<file path="src/rtl/packet_scheduler.sv">
// Chooses the data-island packet for each packet slot: ACR first, then audio, then
// round-robin InfoFrames, else a null packet. The selected packet is registered for the assembler.
module packet_scheduler #(
    parameter int NUM_INFOFRAMES   = 3,
    parameter int INFOFRAME_PERIOD = 1,
    parameter int AUDIO_DEPTH      = 4
) (
    input  logic                          clk_pixel,
    input  logic                          reset,
    input  logic                          frame_start,
    input  logic                          packet_slot,
    input  logic                          acr_req,
    input  logic                          audio_req,
    input  logic [23:0]                   acr_header,
    input  logic [223:0]                  acr_sub,
    input  logic [23:0]                   audio_header,
    input  logic [223:0]                  audio_sub,
    input  logic [24*NUM_INFOFRAMES-1:0]  if_header,
    input  logic [224*NUM_INFOFRAMES-1:0] if_sub,
    output logic [23:0]                   header,
    output logic [55:0]                   sub [3:0],
    output logic [1:0]                    packet_kind,
    output logic [2:0]                    packet_index,
    output logic                          acr_ack,
    output logic                          audio_ack,
    output logic                          audio_overflow,
    output logic                          infoframe_missed
);

    localparam logic [1:0] KIND_NULL  = 2'd0;
    localparam logic [1:0] KIND_ACR   = 2'd1;
    localparam logic [1:0] KIND_AUDIO = 2'd2;
    localparam logic [1:0] KIND_IF    = 2'd3;

    logic                      acr_pending_q, acr_pending_d;
    logic [3:0]                audio_count_q, audio_count_d;
    logic [NUM_INFOFRAMES-1:0] if_pending_q, if_pending_d;
    logic [2:0]                rr_ptr_q, rr_ptr_d;
    logic [7:0]                frame_cnt_q, frame_cnt_d;
    logic [23:0]               header_q, header_d;
    logic [55:0]               sub_q [3:0];
    logic [55:0]               sub_d [3:0];
    logic [1:0]                kind_q, kind_d;
    logic [2:0]                index_q, index_d;
    logic                      acr_ack_q, acr_ack_d;
    logic                      audio_ack_q, audio_ack_d;
    logic                      overflow_q, overflow_d;
    logic                      missed_q, missed_d;

    logic       grant_acr, grant_audio, grant_if;
    logic       if_found;
    logic [2:0] if_idx;
    logic [3:0] cand;
    logic [7:0] if_pend_pad;
    logic [7:0] grant_onehot;
    logic       period_restart;
    logic [223:0] src_sub;

    // Round-robin search: first pending InfoFrame at or after rr_ptr, wrapping.
    always_comb begin
        if_found    = 1'b0;
        if_idx      = 3'd0;
        cand        = 4'd0;
        if_pend_pad = 8'(if_pending_q);
        for (int off = 0; off < NUM_INFOFRAMES; off++) begin
            cand = {1'b0, rr_ptr_q} + 4'(off);
            if (cand >= 4'(NUM_INFOFRAMES)) begin
                cand = cand - 4'(NUM_INFOFRAMES);
            end
            if (!if_found && if_pend_pad[cand[2:0]]) begin
                if_found = 1'b1;
                if_idx   = cand[2:0];
            end
        end
    end

    assign grant_acr      = packet_slot && acr_pending_q;
    assign grant_audio    = packet_slot && !acr_pending_q && (audio_count_q != 4'd0);
    assign grant_if       = packet_slot && !acr_pending_q && (audio_count_q == 4'd0) && if_found;
    assign period_restart = frame_start && (frame_cnt_q == 8'd0);
    assign grant_onehot   = 8'b1 << if_idx;

    always_comb begin
        acr_pending_d = acr_pending_q;
        audio_count_d = audio_count_q;
        if_pending_d  = if_pending_q;
        rr_ptr_d      = rr_ptr_q;
        frame_cnt_d   = frame_cnt_q;
        overflow_d    = overflow_q;
        missed_d      = missed_q;

        // A new request beats a grant in the same cycle.
        if (acr_req) begin
            acr_pending_d = 1'b1;
        end else if (grant_acr) begin
            acr_pending_d = 1'b0;
        end

        if (audio_req && !grant_audio) begin
            if (audio_count_q == 4'(AUDIO_DEPTH)) begin
                overflow_d = 1'b1;
            end else begin
                audio_count_d = audio_count_q + 4'd1;
            end
        end else if (!audio_req && grant_audio) begin
            audio_count_d = audio_count_q - 4'd1;
        end

        if (grant_if) begin
            if_pending_d = if_pending_q & ~grant_onehot[NUM_INFOFRAMES-1:0];
            rr_ptr_d     = (if_idx == 3'(NUM_INFOFRAMES - 1)) ? 3'd0 : if_idx + 3'd1;
        end

        // Missed detection looks at the pending set before this cycle's grant.
        if (period_restart) begin
            if_pending_d = '1;
            if (|if_pending_q) begin
                missed_d = 1'b1;
            end
        end

        if (frame_start) begin
            frame_cnt_d = (frame_cnt_q == 8'(INFOFRAME_PERIOD - 1)) ? 8'd0 : frame_cnt_q + 8'd1;
        end
    end

    always_comb begin
        header_d    = header_q;
        sub_d       = sub_q;
        kind_d      = kind_q;
        index_d     = index_q;
        acr_ack_d   = grant_acr;
        audio_ack_d = grant_audio;
        src_sub     = '0;

        if (packet_slot) begin
            header_d = 24'd0;
            kind_d   = KIND_NULL;
            index_d  = 3'd0;
            if (grant_acr) begin
                header_d = acr_header;
                src_sub  = acr_sub;
                kind_d   = KIND_ACR;
            end else if (grant_audio) begin
                header_d = audio_header;
                src_sub  = audio_sub;
                kind_d   = KIND_AUDIO;
            end else if (grant_if) begin
                header_d = if_header[24*if_idx +: 24];
                src_sub  = if_sub[224*if_idx +: 224];
                kind_d   = KIND_IF;
                index_d  = if_idx;
            end
            for (int i = 0; i < 4; i++) begin
                sub_d[i] = src_sub[56*i +: 56];
            end
        end
    end

    always_ff @(posedge clk_pixel or negedge reset) begin
        if (!reset) begin
            acr_pending_q <= 1'b0;
            audio_count_q <= 4'd0;
            if_pending_q  <= '0;
            rr_ptr_q      <= 3'd0;
            frame_cnt_q   <= 8'd0;
            header_q      <= 24'd0;
            for (int i = 0; i < 4; i++) begin
                sub_q[i] <= 56'd0;
            end
            kind_q        <= KIND_NULL;
            index_q       <= 3'd0;
            acr_ack_q     <= 1'b0;
            audio_ack_q   <= 1'b0;
            overflow_q    <= 1'b0;
            missed_q      <= 1'b0;
        end else begin
            acr_pending_q <= acr_pending_d;
            audio_count_q <= audio_count_d;
            if_pending_q  <= if_pending_d;
            rr_ptr_q      <= rr_ptr_d;
            frame_cnt_q   <= frame_cnt_d;
            header_q      <= header_d;
            for (int i = 0; i < 4; i++) begin
                sub_q[i] <= sub_d[i];
            end
            kind_q        <= kind_d;
            index_q       <= index_d;
            acr_ack_q     <= acr_ack_d;
            audio_ack_q   <= audio_ack_d;
            overflow_q    <= overflow_d;
            missed_q      <= missed_d;
        end
    end

    assign header           = header_q;
    assign sub              = sub_q;
    assign packet_kind      = kind_q;
    assign packet_index     = index_q;
    assign acr_ack          = acr_ack_q;
    assign audio_ack        = audio_ack_q;
    assign audio_overflow   = overflow_q;
    assign infoframe_missed = missed_q;

endmodule

</file>
<file path="config.mk">
export PLATFORM = sky130hd
export DESIGN_NAME = packet_scheduler
export DESIGN_NICKNAME = d
export VERILOG_FILES = /design/src/rtl/packet_scheduler.sv
export SDC_FILE = /design/constraint.sdc
export NUM_CORES = 1
export LEC_CHECK = 0
export BUFFER_PORTS_ARGS = -buffer_cell sky130_fd_sc_hd__buf_2
export CELL_PAD_IN_SITES_DETAIL_PLACEMENT = 2
export CELL_PAD_IN_SITES_GLOBAL_PLACEMENT = 2
export CORE_AREA = 2 2 586 588
export CTS_CLUSTER_DIAMETER = 150
export DETAILED_ROUTE_END_ITERATION = 8
export DIE_AREA = 0 0 588 590
export PLACE_DENSITY_LB_ADDON = 0.1
export SLEW_MARGIN = 15
export SYNTH_ARGS = -nofsm -noshare
export SYNTH_HDL_FRONTEND = slang
export SYNTH_SLANG_ARGS = --single-unit
</file>
<file path="constraint.sdc">
create_clock -name clk_pixel -period 3.6 [get_ports clk_pixel]
set_input_delay 0.72 -clock clk_pixel [delete_from_list [all_inputs] [get_ports clk_pixel]]
set_output_delay 0.72 -clock clk_pixel [all_outputs]
set_load 0.02 [all_outputs]
</file>
==> results.cfg, run 1 <==
[final_layout]
fillCellCount = 40500
layout_commonest_cell = sky130_fd_sc_hd__buf_2
nets = 4918
most-common-layout-cells = sky130_fd_sc_hd__buf_2 (1,500), sky130_fd_sc_hd__dfrtp_1 (275), sky130_fd_sc_hd__a21oi_1 (270)
multi_input_comb_area_um2 = 10100
register_cell_area_after_layout_um2 = 6910
final_layout_size_suffix_gt1_share_pct = 51.1
syn_to_final_growth_pct = 101

[place]
port_buffers = 1502
hpwl_after_dpl_mm = 211
gp_routability_congestion = 0.742
pre_cts_ws_ps = -458

[power]
power.density_nw_per_um2 = 561
leakage_nw = 16.2
vdd.ir_drop.worst_mv = 0.510

[setup_path]
timing.critical_path.slowest_stage_cell = sky130_fd_sc_hd__a222oi_1
critical_path.cell_chain = ha_2 > ha_1 > nor2b_2 > o2111a_1 > o21a_2 > a2111oi_4 > buf_4 > a211oi_4 > buf_12 > buf_16 > a222oi_1 > o21ai_1
path_max_fanout = 6
critical_path_arrival_ps = 4300
crit_path_max_incr_delay_ps = 990
timing.critical_path.depth = 12
timing.critical_path.to_type = register
cp.buffers_inverters = 3
reg2reg_slack_ps = -120
crit_type = register to register
ff2ff_path_depth = 12
crit_family = compound AO/OA/AOI/OAI gates
critical_path.startpoint_type = register
crit_required_ps = 4180

[timing]
grt_setup_unrepaired = true
slew_headroom_pct = 23.6
fin_tns_setup_ps = -2030
fin_crit_ps = 3720
worst_slack_ps = -118
skew_ps = 37.2
pin_slew_with_the_least_headroom_to_its_limit_ps = 1150
finalSetupViolations = 61
timing.final.hold_violations = 0
timing.fmax_mhz = 269
finalCritPeriodShare_pct = 103
timing_max_transition_violations_final = 0

[worst_hold_path]
worstHoldPathType = primary input to register
whs_path_depth = 2

[grt]
grt_max_degree = 122
vias_in_the_first_global_route = 28200
global_route.overflow_total = 0
antenna_found_initial = 346
grt_usage_pct = 14.2
grt_pass1_wl_mm = 322

[logic_synthesis]
share_of_synthesized_area_occupied_by_flip_flops_and_latches_pct = 39.0
synth.top_cell.area_share_pct = 39.0
yosys_register_bits = 276
synthDominantAreaCellType = sky130_fd_sc_hd__dfrtp_1
yosys_warnings = 0
cell_count_after_synthesis = 2080
synth.avg_cell_area_um2 = 8.51
synth_top_flop_cell = sky130_fd_sc_hd__dfrtp_1
synth-edff-count = 0
synth_top_cells_by_area = sky130_fd_sc_hd__dfrtp_1 (39%), sky130_fd_sc_hd__a21oi_1 (7.9%), sky130_fd_sc_hd__a221o_1 (7.2%), sky130_fd_sc_hd__a21o_1 (6.6%), sky130_fd_sc_hd__nor2_1 (5.7%)
synth.net_count = 3339
synth-async-reset-ratio_pct = 100
yosysUniqueCellTypes = 58
post_synth_instance_area_um2 = 17700

[floorplanning]
start_util_pct = 5.19
die_width_um = 588
ios = 1503
die_area_um2 = 347000
floorplan.rows = 215
floorplan.die.height_um = 590
core_um2 = 341000

[clocking]
cts_root_buffer = sky130_fd_sc_hd__clkbuf_16
numCtsBuffers = 54
clk_sink_count = 276
clkTransAtPathRegs_ps = 60
clkLatencyLatePin_ps = 740
cts_max_level = 2
cts_tree = yes
cts-root-to-sink-buffers = 3

[status]
failed_checks = negative setup slack
run_status = finished with violations

[detailed_routing]
detailedRoute.firstIterationViolations = 1343
via_cell_ratio = 3.15
drcViolationCount = 0
antenna_violating_nets_post_route = 0
wl_mm = 258
first_pass_iters = 7
vias = 26200
post_drt_wl_per_cell_um = 31.0

[run]
max_capacitance_violation_total = 0
==> kinds of logic after synthesis <==
| logic type | count (synthesis) | share of synthesized area (%) |
|---|---|---|
| and+or+nand+nor | 485 | 11.1 |
| AOI/OAI and AO/OA | 1048 | 42.3 |
| DFF | 276 | 39.0 |
| xor gates and xnor gates | 10 | 0.495 |
| adders and majority gates | 13 | 0.961 |
| buffers and inverters | 244 | 5.89 |
| muxes | 4 | 0.240 |
==> sequential cells by signal (all words and copies together), names as in the netlist, 2 cells and up <==
name / flops
if_pending_q: 3
header: 24
packet_kind: 2
packet_index: 3
frame_cnt_q: 8
rr_ptr_q: 3
sub: 224
audio_count_q: 4
==> through the flow <==
stage	total power, mW	hold WS, ps	instances	cell area (um^2)	util (%)
after CTS	20.1	68.9	8239	34700	10.2
after detailed placement	13.8	470	8091	31900	9.36
after floorplan	8.05	424	2080	17700	-
final	20.0	187	8324	35600	10.4
after global placement	13.9	462	8091	31900	9.36
after global routing	21.3	114	8273	35500	10.4
==> path summary, 6_finish.rpt <==
path                                  from         endpoint
max                            rr_ptr_q[1]          sub[13]
max reg2reg                    rr_ptr_q[1]          sub[13]
max in group asynchronous            reset         sub[143]
min in group asynchronous            reset          sub[86]
min                                acr_req    acr_pending_q
min reg2reg                packet_index[0]  packet_index[0]
==> per-layer routing <==
metal | routed length, um | share of wire, % | GRT usage, % | vias to the layer above
li1 | - | - | - | 11300
met1 | 94900 | 37 | 15.1 | 12700
met2 | 135000 | 52 | 26.8 | 1402
met3 | 21500 | 8.3 | 5.40 | 569
met4 | 4970 | 1.9 | 1.83 | 196
met5 | 1300 | 0.50 | 0 | -
==> where the power goes <==
part | switching, mW | internal (mW) | total (mW)
Combinational | 6.40 | 3.92 | 10.3
Clock | 2.33 | 3.17 | 5.49
Sequential | 0.526 | 3.63 | 4.15
==> cells in the mapped netlist, drive strengths merged, types with 2 or more instances <==
cell     instances
a21o           155
a22o            94
mux2i            2
or3b             2
dfrtp          276
nand2b           4
nand2          157
o21a             5
or4b             2
buf             60
a211oi           4
inv             21
o211ai          20
a221oi          17
o21ai          115
mux2             2
nor2b            5
nand3           31
a2bb2oi          9
o32ai            2
a222oi          94
o21bai           2
xnor2            7
a31oi           97
a221o          128
nor4             2
xor2             3
clkbuf         163
ha              12
a2111oi          2
nor3             6
nor2           267
o22ai           18
a21oi          278
==> cell type report <==
cell class	instances	share of cell area, %
Antenna cell	70	0.492
Clock buffer	81	4.51
Clock inverter	13	0.334
Inverter	21	0.257
Multi-Input combinational cell	1561	28.5
Sequential cell	276	19.4
Tap cell	4557	16.0
Timing Repair Buffer	1745	30.5
==> timing repair <==
action / CTS / global route
hold buffers: 1 / 0
hold endpoints to repair: 30 / 0
gates resized for setup: 67 / 115
cloned: 12 / 14
endpoints found under the setup margin: 160 / 238
buffers inserted: 44 / 21
pin swaps: 19 / 109
(Power assumes the default switching activity.)
==> run 2, diff against run 1 <==
PLACE_DENSITY_LB_ADDON = 0.3   (was 0.1)
SKIP_LAST_GASP = 1   (was unset)
==> run 2 against run 1 <==
  * The flow finishes with violations (design-rule violations, negative setup slack)
  * Power shrank 5.3%
  * Count of clock-buffer cells in the layout decreased by 15
  * Non-clock buffer count down 44
  * Wire length up 2.0%
  * Sequential share of layout area up 0.67 points
  * Die area is the same
  * Critical path depth up 1
  * Combinational power decreased by 5%
  * Clock power down 10%
  * Sequential power about the same
  * Worst setup slack better by 94 ps
  * Critical path type unchanged
  * Critical endpoint is now header[14]
  * Largest cell class is now multi-input combinational cells
==> results.cfg, run 2 (synthesized netlist as in run 1, its figures left out) <==
[setup_path]
critical_path_arrival_ps = 4170
r2r_end = header[14]
critical_path.cell_chain = buf_6 > ha_4 > or4b_4 > o32ai_4 > nor2_4 > a2111oi_4 > buf_4 > a211oi_4 > buf_6 > buf_16 > buf_12 > a222oi_1 > o21ai_1
critical_path.startpoint_type = register
timing.critical_path.to_type = register
crit_required_ps = 4140
critical_path.reg2reg.startpoint = rr_ptr_q[1]
path_max_fanout = 9
timing.critical_path.slowest_stage_cell = sky130_fd_sc_hd__a222oi_1
crit_type = register to register
ff2ff_path_depth = 13
reg2reg_slack_ps = -20
crit_path_max_incr_delay_ps = 600
worst_path_most_repeated_cell = sky130_fd_sc_hd__buf_6

[floorplanning]
core_um2 = 341000
ios = 1503
die_width_um = 588
floorplan.rows = 215
floorplan.die.height_um = 590
start_util_pct = 5.19
die_area_um2 = 347000

[detailed_routing]
detailedRoute.firstIterationViolations = 1945
drcViolationCount = 12
via_cell_ratio = 3.22
highest-signal-layer = met5
antenna_violating_nets_post_route = 0
vias = 26800
wl_met2_mm = 129
post_drt_wl_per_cell_um = 31.7
first_pass_iters = 9
wl_mm = 263
met1_length_mm = 97.8
dr_wl_met3_mm = 24.6

[final_layout]
syn_to_final_growth_pct = 94.4
nets = 4866
multi_input_comb_area_um2 = 10100
layout_commonest_cell = sky130_fd_sc_hd__buf_2
most-common-layout-cells = sky130_fd_sc_hd__buf_2 (1,500), sky130_fd_sc_hd__a21oi_1 (275), sky130_fd_sc_hd__dfrtp_1 (273)
final_layout_size_suffix_gt1_share_pct = 50.2
fillCellCount = 40700
largest_register_ff_count = 224
register_cell_area_after_layout_um2 = 6910

[place]
hpwl_after_dpl_mm = 230
port_buffers = 1502
gp_routability_congestion = 0.890

[clocking]
cts_max_level = 2
cts_root_buffer = sky130_fd_sc_hd__clkbuf_16
clkLatencyLatePin_ps = 710
cts-root-to-sink-buffers = 3
numCtsBuffers = 47
clkTransAtPathRegs_ps = 60
cts_tree = yes
clk_sink_count = 276

[worst_hold_path]
hold_path.startpoint = acr_req
worstHoldPathType = primary input to register
whs_path_depth = 2
hold_worst_path_end = acr_pending_q

[timing]
fin_crit_ps = 3620
slew_headroom_pct = 50.2
finalSetupViolations = 1
timing_max_transition_violations_final = 0
timing.final.hold_violations = 0
timing.fmax_mhz = 276
skew_ps = 31.2
worst_slack_ps = -24.2
finalCritPeriodShare_pct = 101
grt_setup_unrepaired = true
pin_slew_with_the_least_headroom_to_its_limit_ps = 746
fin_tns_setup_ps = -24.2
fin_hold_ws_ps = 200

[power]
power.density_nw_per_um2 = 549
vdd.ir_drop.worst_mv = 0.660
post-layout-total-power_mw = 18.9
leakage_nw = 15.7

[grt]
vias_in_the_first_global_route = 27900
grt_usage_pct = 14.4
grt_max_degree = 124
global_route.overflow_total = 0
grt_pass1_wl_mm = 324
antenna_found_initial = 270

[status]
failed_checks = design-rule violations, negative setup slack
run_status = finished with violations

[run]
max_capacitance_violation_total = 0
## run 2: timing repair
| action | in CTS | in global routing |
|---|---|---|
| hold buffers | 1 | 0 |
| setup buffers | 9 | 17 |
| pin swaps | 6 | 43 |
| gates cloned | 0 | 6 |
| endpoints found under the setup margin | 154 | 204 |
| gates resized for setup | 20 | 55 |
| hold endpoints to repair | 23 | 0 |
## run 2: worst max path at each step
| stage | startpoint | endpoint | slack, ps | depth (start not counted) |
|---|---|---|---|---|
| floorplan | rr_ptr_q[0] | sub[118] | 20 | 14 |
| global placement | rr_ptr_q[1] | sub[73] | -540 | 13 |
| detailed placement | rr_ptr_q[0] | sub[73] | -550 | 13 |
| CTS | rr_ptr_q[0] | header[14] | -20 | 12 |
| global route | rr_ptr_q[1] | sub[54] | -100 | 14 |
| finish | rr_ptr_q[1] | header[14] | -20 | 13 |
## run 2: area by class of cell
type,count,share of cell area [%]
flip-flops and latches,276,20.1
multi-input cells,1560,29.3
clock inverters,20,0.662
repair buffers,1701,28.4
inverters,21,0.258
diodes,110,0.800
clock buffers,66,3.92
well taps,4557,16.6
## run 2: metrics by stage
| stage | instances | worst slack, ps | util, % | instance area (um^2) |
|---|---|---|---|---|
| after global routing | 8266 | -102 | 10.1 | 34300 |
| after CTS | 8178 | -20.9 | 9.84 | 33600 |
| after global placement | 8082 | -544 | 9.32 | 31800 |
| after floorplan | 2080 | 15.1 | - | 17700 |
| final | 8311 | -24.2 | 10.1 | 34400 |
| after detailed placement | 8082 | -551 | 9.32 | 31800 |
## run 2: metal layers
metal / global-route usage [%] / vias up
met5: 0 / -
met4: 4.80 / 138
met3: 5.90 / 532
met2: 25.3 / 1641
met1: 15.6 / 13200
li1: - / 11200
## run 2: where the power goes
group	internal (mW)	switching [mW]
Sequential	3.63	0.518
Combinational	3.46	6.34
Clock	2.77	2.17
## run 2: worst max-delay path: cells and delay by family, from the launching register on
kind,cells,cell delay (ps)
DFF,1,440
adders and majority gates,1,160
and+or+nand+nor,2,650
AOI/OAI and AO/OA,5,1300
buffers and inverters,5,830
==> run 3, diff against run 2 <==
SKIP_CTS_REPAIR_TIMING = 1   (was unset)
==> run 3 against run 2 <==
  * The flow now finishes without violations
  * Critical path depth decreased by 2
  * Wire length about the same
  * Via count about the same
  * Critical path type unchanged
==> results.cfg, run 3 (synthesized netlist as in run 1, its figures left out) <==
[detailed_routing]
via_cell_ratio = 3.22
drcViolationCount = 0
post_drt_wl_per_cell_um = 31.6
first_pass_iters = 9
antenna_violating_nets_post_route = 0
vias = 26700
detailedRoute.firstIterationViolations = 1893
wl_mm = 263

[clocking]
cts_max_level = 2
clkLatencyLatePin_ps = 710
cts_tree = yes
clkTransAtPathRegs_ps = 60
cts_root_buffer = sky130_fd_sc_hd__clkbuf_16
numCtsBuffers = 47
clk_sink_count = 276
cts-root-to-sink-buffers = 3

[timing]
finalSetupViolations = 0
grt_setup_unrepaired = true
timing.final.hold_violations = 0
timing_max_transition_violations_final = 0
finalCritPeriodShare_pct = 99.6
fin_crit_ps = 3590
fin_hold_ws_ps = 203
slew_headroom_pct = 47.8
pin_slew_with_the_least_headroom_to_its_limit_ps = 782
skew_ps = 27.8
timing.fmax_mhz = 279
fin_tns_setup_ps = 0

[setup_path]
r2r_end = sub[29]
ff2ff_path_depth = 11
setup.worst_path.start = rr_ptr_q[1]
reg2reg_slack_ps = 10
critical_path_arrival_ps = 4130
timing.critical_path.to_type = register
crit_type = register to register
critical_path.reg2reg.startpoint = rr_ptr_q[1]
crit_path_max_incr_delay_ps = 580
critical_path.startpoint_type = register
critical_path.cell_chain = ha_2 > ha_2 > or4b_4 > o21a_1 > a2111oi_4 > buf_4 > a211oi_4 > buf_12 > buf_4 > a222oi_1 > o21ai_1
crit_required_ps = 4140
path_max_fanout = 20
timing.critical_path.to = sub[29]
timing.critical_path.slowest_stage_cell = sky130_fd_sc_hd__a222oi_1

[floorplanning]
die_area_um2 = 347000
die_width_um = 588
floorplan.rows = 215
start_util_pct = 5.19
core_um2 = 341000
ios = 1503
floorplan.die.height_um = 590

[grt]
global_route.overflow_total = 0
grt_max_degree = 124
grt_pass1_wl_mm = 323
antenna_found_initial = 272
vias_in_the_first_global_route = 27800
grt_usage_pct = 14.4

[worst_hold_path]
worstHoldPathType = primary input to register
whs_path_depth = 2

[final_layout]
largest_register_ff_count = 224
final_layout_size_suffix_gt1_share_pct = 49.9
nets = 4860
syn_to_final_growth_pct = 93.6
most-common-layout-cells = sky130_fd_sc_hd__buf_2 (1,500), sky130_fd_sc_hd__a21oi_1 (275), sky130_fd_sc_hd__dfrtp_1 (274)
layout_commonest_cell = sky130_fd_sc_hd__buf_2

[power]
vdd.ir_drop.worst_mv = 0.641
leakage_nw = 15.6
power.density_nw_per_um2 = 548

[run]
max_capacitance_violation_total = 0

[status]
run_status = finished, final reports clean

[place]
gp_routability_congestion = 0.890
hpwl_after_dpl_mm = 230
port_buffers = 1502
## run 3: power by group
group / internal [mW] / switching [mW]
registers: 3.63 / 0.512
logic: 3.41 / 6.29
clock network: 2.77 / 2.17
## run 3: how the worst min path moves through the flow
stage / from / end / slack [ps]
after floorplan: reset / acr_ack / 420
after global placement: infoframe_missed / infoframe_missed / 460
after detailed placement: packet_index[1] / packet_index[1] / 470
after CTS: reset / sub[18] / -190
after global routing: acr_req / acr_pending_q / 140
final: acr_req / acr_pending_q / 200
## run 3: per-stage QoR
step	total power [mW]	instance area [um^2]	cells	setup slack [ps]	utilization, %
4_1_cts	18.8	33400	8168	-571	9.78
6_report	18.8	34300	8315	13.0	10.0
5_1_grt	19.8	34100	8263	-104	10.0
3_5_place_dp	13.6	31800	8082	-551	9.32
2_1_floorplan	8.05	17700	2080	15.1	-
3_3_place_gp	13.5	31800	8082	-544	9.32
## run 3: layout make-up
type                            instances  area (um^2)
Clock inverter                         20          228
Clock buffer                           66         1350
Inverter                               21         88.8
Fill cell                           40700       307000
Antenna cell                          120          300
Sequential cell                       276         6910
Tap cell                             4557         5700
Multi-Input combinational cell       1560        10100
Timing Repair Buffer                 1695         9640
## run 3: routing by layer
metal | wire length, um | global-route usage (%) | vias up
li1 | - | - | 11300
met1 | 97800 | 15.6 | 13200
met2 | 129000 | 25.3 | 1644
met3 | 24800 | 5.89 | 524
met4 | 10900 | 4.71 | 132
met5 | 862 | 0 | -
## run 3: critical path, delay by kind of cell (launching register included)
family,cells,cell delay (ps)
AO/OA/AOI/OAI,5,1310
buffers and inverters,3,630
AND/OR/NAND/NOR,1,520
flip-flops,1,430
adder cells (fa/ha/maj),2,420
